===== config.mk =====
export PLATFORM = sky130hd
export DESIGN_NAME = logic_unit_seq_flat
export DESIGN_NICKNAME = d
export VERILOG_FILES = /design/src/rtl/logic_pkg.sv /design/src/rtl/logic_unit_seq_if.sv /design/src/rtl/logic_slice.sv /design/src/rtl/logic_unit_seq.sv /design/src/flat_wrapper.sv
export SDC_FILE = /design/constraint.sdc
export NUM_CORES = 1
export LEC_CHECK = 0
export CORE_UTILIZATION = 52
export CTS_BUF_LIST = sky130_fd_sc_hd__clkbuf_16
export DETAILED_ROUTE_END_ITERATION = 7
export PLACE_DENSITY = 0.8
export SLEW_MARGIN = 10
export SYNTH_ARGS = -nofsm -noshare
export SYNTH_HDL_FRONTEND = slang
export SYNTH_HIERARCHICAL = 1
export SYNTH_SLANG_ARGS = --single-unit

===== constraint.sdc =====
create_clock -name clk -period 3.99 [get_ports clk]
set_clock_uncertainty 0.1 [all_clocks]
set_input_delay 0.399 -clock clk [delete_from_list [all_inputs] [get_ports clk]]
set_output_delay 0.399 -clock clk [all_outputs]
set_load 0.02 [all_outputs]

===== src/rtl/logic_pkg.sv =====
// Shared definitions for the sequential logic unit: op codes, FSM encoding, helper widths.
package logic_pkg;

  localparam int unsigned OPW = 3;

  localparam logic [OPW-1:0] OP_AND   = 3'd0;
  localparam logic [OPW-1:0] OP_OR    = 3'd1;
  localparam logic [OPW-1:0] OP_XOR   = 3'd2;
  localparam logic [OPW-1:0] OP_NOR   = 3'd3;
  localparam logic [OPW-1:0] OP_NAND  = 3'd4;
  localparam logic [OPW-1:0] OP_XNOR  = 3'd5;
  localparam logic [OPW-1:0] OP_PASS_A = 3'd6;
  localparam logic [OPW-1:0] OP_NOT_A = 3'd7;

  typedef enum logic [1:0] {
    S_IDLE = 2'd0,
    S_RUN  = 2'd1,
    S_DONE = 2'd2
  } state_e;

  // Slice counter needs at least one bit even when the whole word fits in one slice.
  function automatic int unsigned cnt_width(input int unsigned nsl);
    return (nsl > 1) ? $clog2(nsl) : 1;
  endfunction

endpackage


===== src/rtl/logic_unit_seq_if.sv =====
// Operand/result handshake bundle for logic_unit_seq.
interface logic_unit_seq_if #(
  parameter int unsigned WIDTH = 32
) ();
  import logic_pkg::*;

  logic             in_valid;
  logic             in_ready;
  logic [WIDTH-1:0] a;
  logic [WIDTH-1:0] b;
  logic [OPW-1:0]   op;
  logic             out_valid;
  logic             out_ready;
  logic [WIDTH-1:0] result;
  logic             zero;

  modport master (
    output in_valid, a, b, op, out_ready,
    input  in_ready, out_valid, result, zero
  );

  modport slave (
    input  in_valid, a, b, op, out_ready,
    output in_ready, out_valid, result, zero
  );

endinterface


===== src/rtl/logic_slice.sv =====
// Combinational bitwise op on one SLICE-wide chunk of the operands.
module logic_slice
  import logic_pkg::*;
#(
  parameter int unsigned SLICE = 8
) (
  input  logic [SLICE-1:0] a,
  input  logic [SLICE-1:0] b,
  input  logic [OPW-1:0]   op,
  output logic [SLICE-1:0] y
);

  always_comb begin
    y = '0;
    unique case (op)
      OP_AND:    y = a & b;
      OP_OR:     y = a | b;
      OP_XOR:    y = a ^ b;
      OP_NOR:    y = ~(a | b);
      OP_NAND:   y = ~(a & b);
      OP_XNOR:   y = ~(a ^ b);
      OP_PASS_A: y = a;
      OP_NOT_A:  y = ~a;
    endcase
  end

endmodule


===== src/rtl/logic_unit_seq.sv =====
// Multi-cycle bitwise logic unit: captures a/b/op, produces SLICE result bits per clock,
// then holds result/zero until the consumer accepts them.
module logic_unit_seq
  import logic_pkg::*;
#(
  parameter int unsigned WIDTH = 32,
  parameter int unsigned SLICE = 8
) (
  input logic            clk,
  input logic            rst_n,
  logic_unit_seq_if.slave bus
);

  localparam int unsigned NSL = WIDTH / SLICE;
  localparam int unsigned CW  = cnt_width(NSL);

  if (WIDTH % SLICE != 0) begin : g_param_check
    $fatal(1, "logic_unit_seq: SLICE must divide WIDTH");
  end

  state_e           state_q, state_d;
  logic [CW-1:0]    cnt_q, cnt_d;
  logic [WIDTH-1:0] a_q, a_d, b_q, b_d, res_q, res_d;
  logic [OPW-1:0]   op_q, op_d;
  logic             zero_acc_q, zero_acc_d;
  logic             zero_q, zero_d;
  logic [SLICE-1:0] a_s, b_s, y_s;
  logic             last_slice;

  assign a_s        = a_q[32'(cnt_q) * SLICE +: SLICE];
  assign b_s        = b_q[32'(cnt_q) * SLICE +: SLICE];
  assign last_slice = (cnt_q == CW'(NSL - 1));

  logic_slice #(.SLICE(SLICE)) u_slice (
    .a  (a_s),
    .b  (b_s),
    .op (op_q),
    .y  (y_s)
  );

  always_comb begin
    state_d    = state_q;
    cnt_d      = cnt_q;
    a_d        = a_q;
    b_d        = b_q;
    op_d       = op_q;
    res_d      = res_q;
    zero_acc_d = zero_acc_q;
    zero_d     = zero_q;
    unique case (state_q)
      S_IDLE: begin
        if (bus.in_valid && bus.in_ready) begin
          a_d        = bus.a;
          b_d        = bus.b;
          op_d       = bus.op;
          cnt_d      = '0;
          zero_acc_d = 1'b1;
          zero_d     = 1'b0;
          state_d    = S_RUN;
        end
      end
      S_RUN: begin
        res_d[32'(cnt_q) * SLICE +: SLICE] = y_s;
        zero_acc_d = zero_acc_q & (y_s == '0);
        if (last_slice) begin
          zero_d  = zero_acc_q & (y_s == '0);
          state_d = S_DONE;
        end else begin
          cnt_d = cnt_q + 1'b1;
        end
      end
      S_DONE: begin
        if (bus.out_ready) state_d = S_IDLE;
      end
      default: state_d = S_IDLE;
    endcase
  end

  always_ff @(posedge clk or negedge rst_n) begin
    if (!rst_n) begin
      state_q    <= S_IDLE;
      cnt_q      <= '0;
      a_q        <= '0;
      b_q        <= '0;
      op_q       <= '0;
      res_q      <= '0;
      zero_acc_q <= 1'b0;
      zero_q     <= 1'b0;
    end else begin
      state_q    <= state_d;
      cnt_q      <= cnt_d;
      a_q        <= a_d;
      b_q        <= b_d;
      op_q       <= op_d;
      res_q      <= res_d;
      zero_acc_q <= zero_acc_d;
      zero_q     <= zero_d;
    end
  end

  // in_ready is gated by rst_n so it stays low for the whole reset pulse.
  assign bus.in_ready  = rst_n && (state_q == S_IDLE);
  assign bus.out_valid = (state_q == S_DONE);
  assign bus.result    = res_q;
  assign bus.zero      = zero_q;

endmodule


===== src/flat_wrapper.sv =====
// flat-port wrapper written by rule: the top's interface ports become plain ports
module logic_unit_seq_flat import logic_pkg::*;
#(
  parameter int unsigned WIDTH = 32,
  parameter int unsigned SLICE = 8
)
  (clk, rst_n, bus_in_valid, bus_a, bus_b, bus_op, bus_out_ready, bus_in_ready, bus_out_valid, bus_result, bus_zero);
  logic_unit_seq_if #(.WIDTH(WIDTH)) bus_i ();
  input logic clk;
  input logic rst_n;
  input wire logic [$bits(bus_i.in_valid)-1:0] bus_in_valid;
  input wire logic [$bits(bus_i.a)-1:0] bus_a;
  input wire logic [$bits(bus_i.b)-1:0] bus_b;
  input wire logic [$bits(bus_i.op)-1:0] bus_op;
  input wire logic [$bits(bus_i.out_ready)-1:0] bus_out_ready;
  output wire logic [$bits(bus_i.in_ready)-1:0] bus_in_ready;
  output wire logic [$bits(bus_i.out_valid)-1:0] bus_out_valid;
  output wire logic [$bits(bus_i.result)-1:0] bus_result;
  output wire logic [$bits(bus_i.zero)-1:0] bus_zero;
  assign bus_i.in_valid = bus_in_valid;
  assign bus_i.a = bus_a;
  assign bus_i.b = bus_b;
  assign bus_i.op = bus_op;
  assign bus_i.out_ready = bus_out_ready;
  assign bus_in_ready = bus_i.in_ready;
  assign bus_out_valid = bus_i.out_valid;
  assign bus_result = bus_i.result;
  assign bus_zero = bus_i.zero;
  logic_unit_seq #(.WIDTH(WIDTH), .SLICE(SLICE)) u_core (.clk(clk), .rst_n(rst_n), .bus(bus_i));
endmodule

After elaboration in Yosys (flattened, before gate mapping)
Cells that the tools add are included.

word-level totals
  register bits = 105
  latch bits = 0
  memory bits (writable) = 0
  ROM bits = 0
  bits of input ports = 71
  output and inout port bits = 35
  word-level logic and storage cells = 61
  memories kept = 0

operators by class
  $add $sub $neg = 2
  multiply operators = 0
  div/mod/pow operators = 0
  $lt $le $gt $ge = 0
  equality and inequality tests = 14
  shift-type cells = 4
  multiplexer cells = 14
  bitwise operators = 8
  reductions and logical operators = 11

operators by type and width
  operator                                                                 count
  8-bit case mux with 8 select lines                                       1
  32-bit by 6-bit indexed part select with 8-bit output                    2
  5-bit negator with 34-bit output                                         1
  8-bit by 34-bit variable shift with 32-bit output, first input constant  1
  8-bit by 34-bit indexed part select with 32-bit output                   1
  32-bit bitwise mux                                                       1
  8-bit inverter                                                           4
  3-bit == test, second input constant                                     4
  2-bit two-way mux                                                        5
  3-bit AND reduction                                                      3
  8-bit AND                                                                1
  8-bit logical NOT                                                        1
  8-bit OR                                                                 1
  8-bit bitwise XOR                                                        1
  3-bit by 2-bit == test with 1-bit output, second input constant          2
  2-bit case mux with 3 select lines                                       1
  2-bit == test, second input constant                                     2
  2-bit by 1-bit != test with 1-bit output, second input constant          2
  2-bit != test, second input constant                                     2
  1-bit case mux with 2 select lines                                       2
  2-bit case mux with 2 select lines                                       1
  2-bit AND reduction                                                      2
  3-bit by 1-bit == test with 1-bit output, second input constant          1
  3-bit logical NOT                                                        1
  7 further kinds                                                          10

Logic depth before layout (Yosys ltp)
  depth in word-level cells = 8
  gate-level depth with buffers = 12
  depth with buffers taken out = 10

Modules after synthesis
Netlist, hierarchy kept.

modules (own cells, without submodules)
  module          times used  cells an instance  area an instance (sq um)  sequential area each (sq um)
  logic_unit_seq  1           307                4576.9                    2627.5
  logic_slice     1           103                908.4                     0.0

Worst setup path before layout
Ideal clock, no wire load.

  path kind = register to register
  start = register u_core.cnt_q[0]
  end = register u_core.zero_q (netlist: u_core/bus.zero)
  arrival = 3.055 ns
  data required time = 3.807 ns
  setup slack = 0.753 ns
  stages on the path, launching flop included = 11
  buffers on the path = 2
  period minus slack after synthesis = 3.237 ns
  path through = dfrtp_1 buf_6 buf_4 mux4_2 inv_1 ha_1 mux2_4 mux4_2 nor4_1 nand3_1 o21ai_0

between the ends
  longest elaborated chain between the ends = 8
  elaborated cells on any way between the ends = 17

ends and longest elaborated chain
  item                                                     line                                                     source
  from (decl)                                              logic_unit_seq.sv:22                                     logic [CW-1:0] cnt_q, cnt_d;
  from (signal assigned)                                   logic_unit_seq.sv:91                                     cnt_q <= cnt_d;
  32-bit by 6-bit indexed part select with 8-bit output *  logic_unit_seq.sv:30                                     assign a_s = a_q[32'(cnt_q) * SLICE +: SLICE];
  named net u_core.a_s[5]                                  logic_unit_seq.sv:27                                     logic [SLICE-1:0] a_s, b_s, y_s;
  8-bit bitwise XOR (tied with other cells)                logic_slice.sv:18, logic_slice.sv:21
  8-bit inverter, on equally long branches                 logic_slice.sv:21, logic_slice.sv:19, logic_slice.sv:20
  8-bit case mux with 8 select lines *                     logic_slice.sv:15                                        unique case (op)
  named net u_core.y_s[5]                                  logic_unit_seq.sv:27
  8-bit logical NOT *                                      logic_unit_seq.sv:66                                     zero_d = zero_acc_q & (y_s == '0);
  1-bit AND *                                              logic_unit_seq.sv:66
  1-bit two-way mux *                                      logic_unit_seq.sv:65                                     if (last_slice) begin
  1-bit case mux with 2 select lines *                     logic_unit_seq.sv:50                                     unique case (state_q)
  to (signal assigned)                                     logic_unit_seq.sv:97                                     zero_q <= zero_d;
  to (decl)                                                logic_unit_seq.sv:26                                     logic zero_q, zero_d;

The timed path passes the listed nets; every way through them passes the cells marked *. The select of a mux whose other input is x is not followed.
A chain may end at the register's enable or synchronous reset.

Worst setup path in the final report
  start = register u_core.cnt_q[1]
  end = register u_core.zero_q (netlist: u_core/bus.zero)

The elaborated chain is that of the path after synthesis.

==> summary.txt <==
Pwr
  – Combinational share of power: 52.3%
  – Overall Power: between 6000 and 7000 µW
  – Lkg Pwr: between 0.002 and 0.003 µW
  – Peak supply drop: between 0.0003 and 0.0004 V
  – Switching share of total power: 38.6%
  – Sequential power share: ~34%
  – Net load switching power: 2360 µW
  – Internal power: 3750 µW
  – Clock power share: between 10% and 20%
  – Pwr/cell area: 897 nW/µm²

Die
  – Area of the die: between 10000 and 15000 µm²
  – Starting density of the core: between 50% and 60%
  – I/O pins: 106
  – Die X: roughly 100 µm
  – Row cnt: 37
  – Die Ht: around 100 µm
  – Core area: between 10000 and 15000 µm²

Finish
  – Number of nets in the layout: around 600
  – Final Non-Filler Cells: approximately 650
  – Layout area overhead: 24.3%
  – # diodes: 0
  – Layout cell share with drive strength beyond 1: about a quarter

Critical path
  – Crit-path cells: mux4_2, inv_1, ha_1, mux2_4, mux4_2, nor4_1, nand3_1, o21ai_0
  – Critical path type: reg -> reg
  – Critical path buffers and inverters: 1
  – Worst Setup End Kind: flop
  – CP required: ~4100 ps
  – CP arrival: approximately 3700 ps
  – Critical path launch point type: flop
  – Crit-path most repeated cell: mux4_2
  – CP peak stage delay: slightly above 900 ps
  – Max FO, Critical Path: 20
  – CP max stage cell: dfrtp_1
  – Largest delay share family, worst path: multiplexers

Synthesis
  – Synth warn: 6
  – #FFs+latches synth: approximately 110
  – Mapped Cells: 410
  – Yosys top cell area share: 47.9%
  – EDFF count, synth: 0
  – Synth Flop Type: dfrtp_1
  – Post-synth net total: between 500 and 600
  – Sequential area share after synthesis: 47.9%
  – Post-synth top area cell: dfrtp_1
  – Cell Area, Synth: ~5500 µm²
  – Synth Area per Inst: about 13 µm²
  – Ys async rst share: between 90% and 100%
  – Dominant cells by area after synthesis: dfrtp_1, mux2_2, mux4_2
  – Post-synth cell types: 38

Timing
  – Max frequency: about 280 MHz
  – Actual slew at the worst max-slew pin: around 930 ps
  – Min cycle time layout: roughly 3500 ps
  – Post-route setup TNS: 0 ps
  – Final period util: between 80% and 90%
  – Number of setup violations in the final report: 0
  – Hold Violations, Final: 0
  – RSZ-0062 raised after global routing: no
  – Final Max Slew Viols: 0
  – Relative slew slack: 38.2%

Clock tree
  – Clock tree root driver cell: clkbuf_16
  – Bufs on Longest Clock Path: 2
  – Inserted Clock Buffers: 9
  – CTS clock-pin slew for the worst setup and hold paths: ~70 ps
  – Hold Buf Count CTS: 1
  – TritonCTS clock tree: built
  – Post_cts resized: 0
  – Clock insertion delay at the later pin of the skew report: between 300 and 400 ps
  – # clock sinks: about 110
  – Post-CTS Setup Bufs: 0
  – H-tree Lvls: 3

Drt
  – Vias per inst: ~5.6
  – Vias: around 3600
  – Drt pass-1 iters: 4
  – Antenna viol nets, final: 0
  – Residual DRC: 0
  – DR WL/cell: between 15 and 20 µm
  – DR iter-0 viols: 178
  – Final WL: 11.7 mm

Run status
  – Outcome: finished, final reports clean

Placement
  – Buffers on Ports: about 110
  – Gpl congestion: just over 0.8
  – DP HPWL: ~8.8 mm
  – Placed insts: between 600 and 700

Job
  – Max cap viols: 0

Min path
  – Hold Path Class: in -> async

Global routing
  – Total grt overflow: 0
  – Initial antenna violation count: 0
  – GR Util All Layers: about 23%
  – Pin count of the biggest net entering global routing: 71
  – Vias in the first global route: roughly 3800
  – First-pass GRT wire length: between 15 and 20 mm
worst reg2reg max path, stage by stage, from the launching register on:
cell	delay (ps)
dfrtp_1	920
mux4_2	460
inv_1	90
ha_1	240
mux2_4	270
mux4_2	530
nor4_1	420
nand3_1	160
o21ai_0	250
Yosys cell counts, drive strengths merged (9+ instances only):
master  count
dfrtp     105
inv        22
nor2       13
mux2       75
a211oi      9
buf        20
nand2      34
ha         22
o21ai      19
a22o       16
a21oi      12
mux4       21
per-stage QoR:
stage	setup WS [ps]	instance area, µm²	util (%)	hold slack (ps)
floorplan	753	5490	-	3.41
global placement	771	6520	63.5	154
detailed placement	564	6520	63.5	154
CTS	501	6820	66.4	354
global route	267	6820	66.4	369
finish	463	6820	66.4	345
layout make-up:
type                       count  area (µm²)
clock buffer                   9         225
clock inverter                 7        62.6
fill                         793        3460
inverter                      22        82.6
multi-input combinational    259        2540
sequential                   105        2630
tap                          136         170
timing repair buffer         111        1110
registers in the layout (all words and copies together) (netlist names):
| name | cells |
|---|---|
| u_core/cnt_q | 2 |
| u_core/a_q | 32 |
| u_core/op_q | 3 |
| u_core/state_q | 2 |
| u_core/bus.zero | 1 |
| u_core/b_q | 32 |
| u_core/zero_acc_q | 1 |
| u_core/bus.result | 32 |
routing by layer:
layer	up-vias	GRT usage (%)	part of all wire (%)	wire length [µm]
met2	124	39.4	51	5970
met3	20	3.37	4.4	512
met1	1821	29.8	42	4960
met4	0	10.1	2.4	283
li1	1678	-	-	-
met5	-	0	0	0
worst paths after layout:
kind | cells after the start | slack (ps) | from | to
max in group asynchronous | 4 | 1940 | rst_n | u_core/op_q[0]
max | 8 | 460 | u_core/cnt_q[1] | u_core/bus.zero
min in group clk | 2 | 390 | u_core/bus.result[13] | u_core/bus.result[13]
max reg2reg | 8 | 460 | u_core/cnt_q[1] | u_core/bus.zero
min | 2 | 350 | rst_n | u_core/bus.zero
min reg2reg | 2 | 390 | u_core/bus.result[13] | u_core/bus.result[13]
cell families (layout without fill, tap and decap cells):
| family | count (synthesis) | in the layout | share of synthesized area, % |
|---|---|---|---|
| adder cells (fa/ha/maj) | 22 | 22 | 5.02 |
| buffers and inverters | 46 | 149 | 5.75 |
| multiplexers | 102 | 102 | 25.7 |
| XOR/XNOR | 8 | 8 | 1.28 |
| AND/OR/NAND/NOR | 69 | 69 | 7.46 |
| AO/OA/AOI/OAI | 58 | 58 | 6.93 |
| flip-flops | 105 | 105 | 47.9 |
power groups by stage:
stage / logic [µW] / clock network, µW / registers, µW
after floorplan: 2550 / 0 / 1890
after global placement: 3010 / 0 / 2050
after detailed placement: 3180 / 0 / 2080
after CTS: 3200 / 882 / 2060
after global routing: 3460 / 917 / 2140
final: 3200 / 859 / 2060
placed cells by master (no fill, tap or decap), drive strengths merged:
cell type	count
a21oi	12
a211oi	9
bufinv	1
mux2i	6
mux2	75
a22o	16
nor2	13
a311oi	1
nand2b	2
nor3	1
nor3b	2
nor4b	2
o22a	1
nor4	3
clkbuf	9
o21ai	19
clkinv	2
xor2	7
nand3	1
xnor2	1
mux4	21
nand2	34
dlygate4sd3	1
nor2b	3
inv	26
ha	22
nand3b	6
nor4bb	2
clkdlybuf4s50	104
buf	6
dfrtp	105
(Power assumes the default switching activity.)
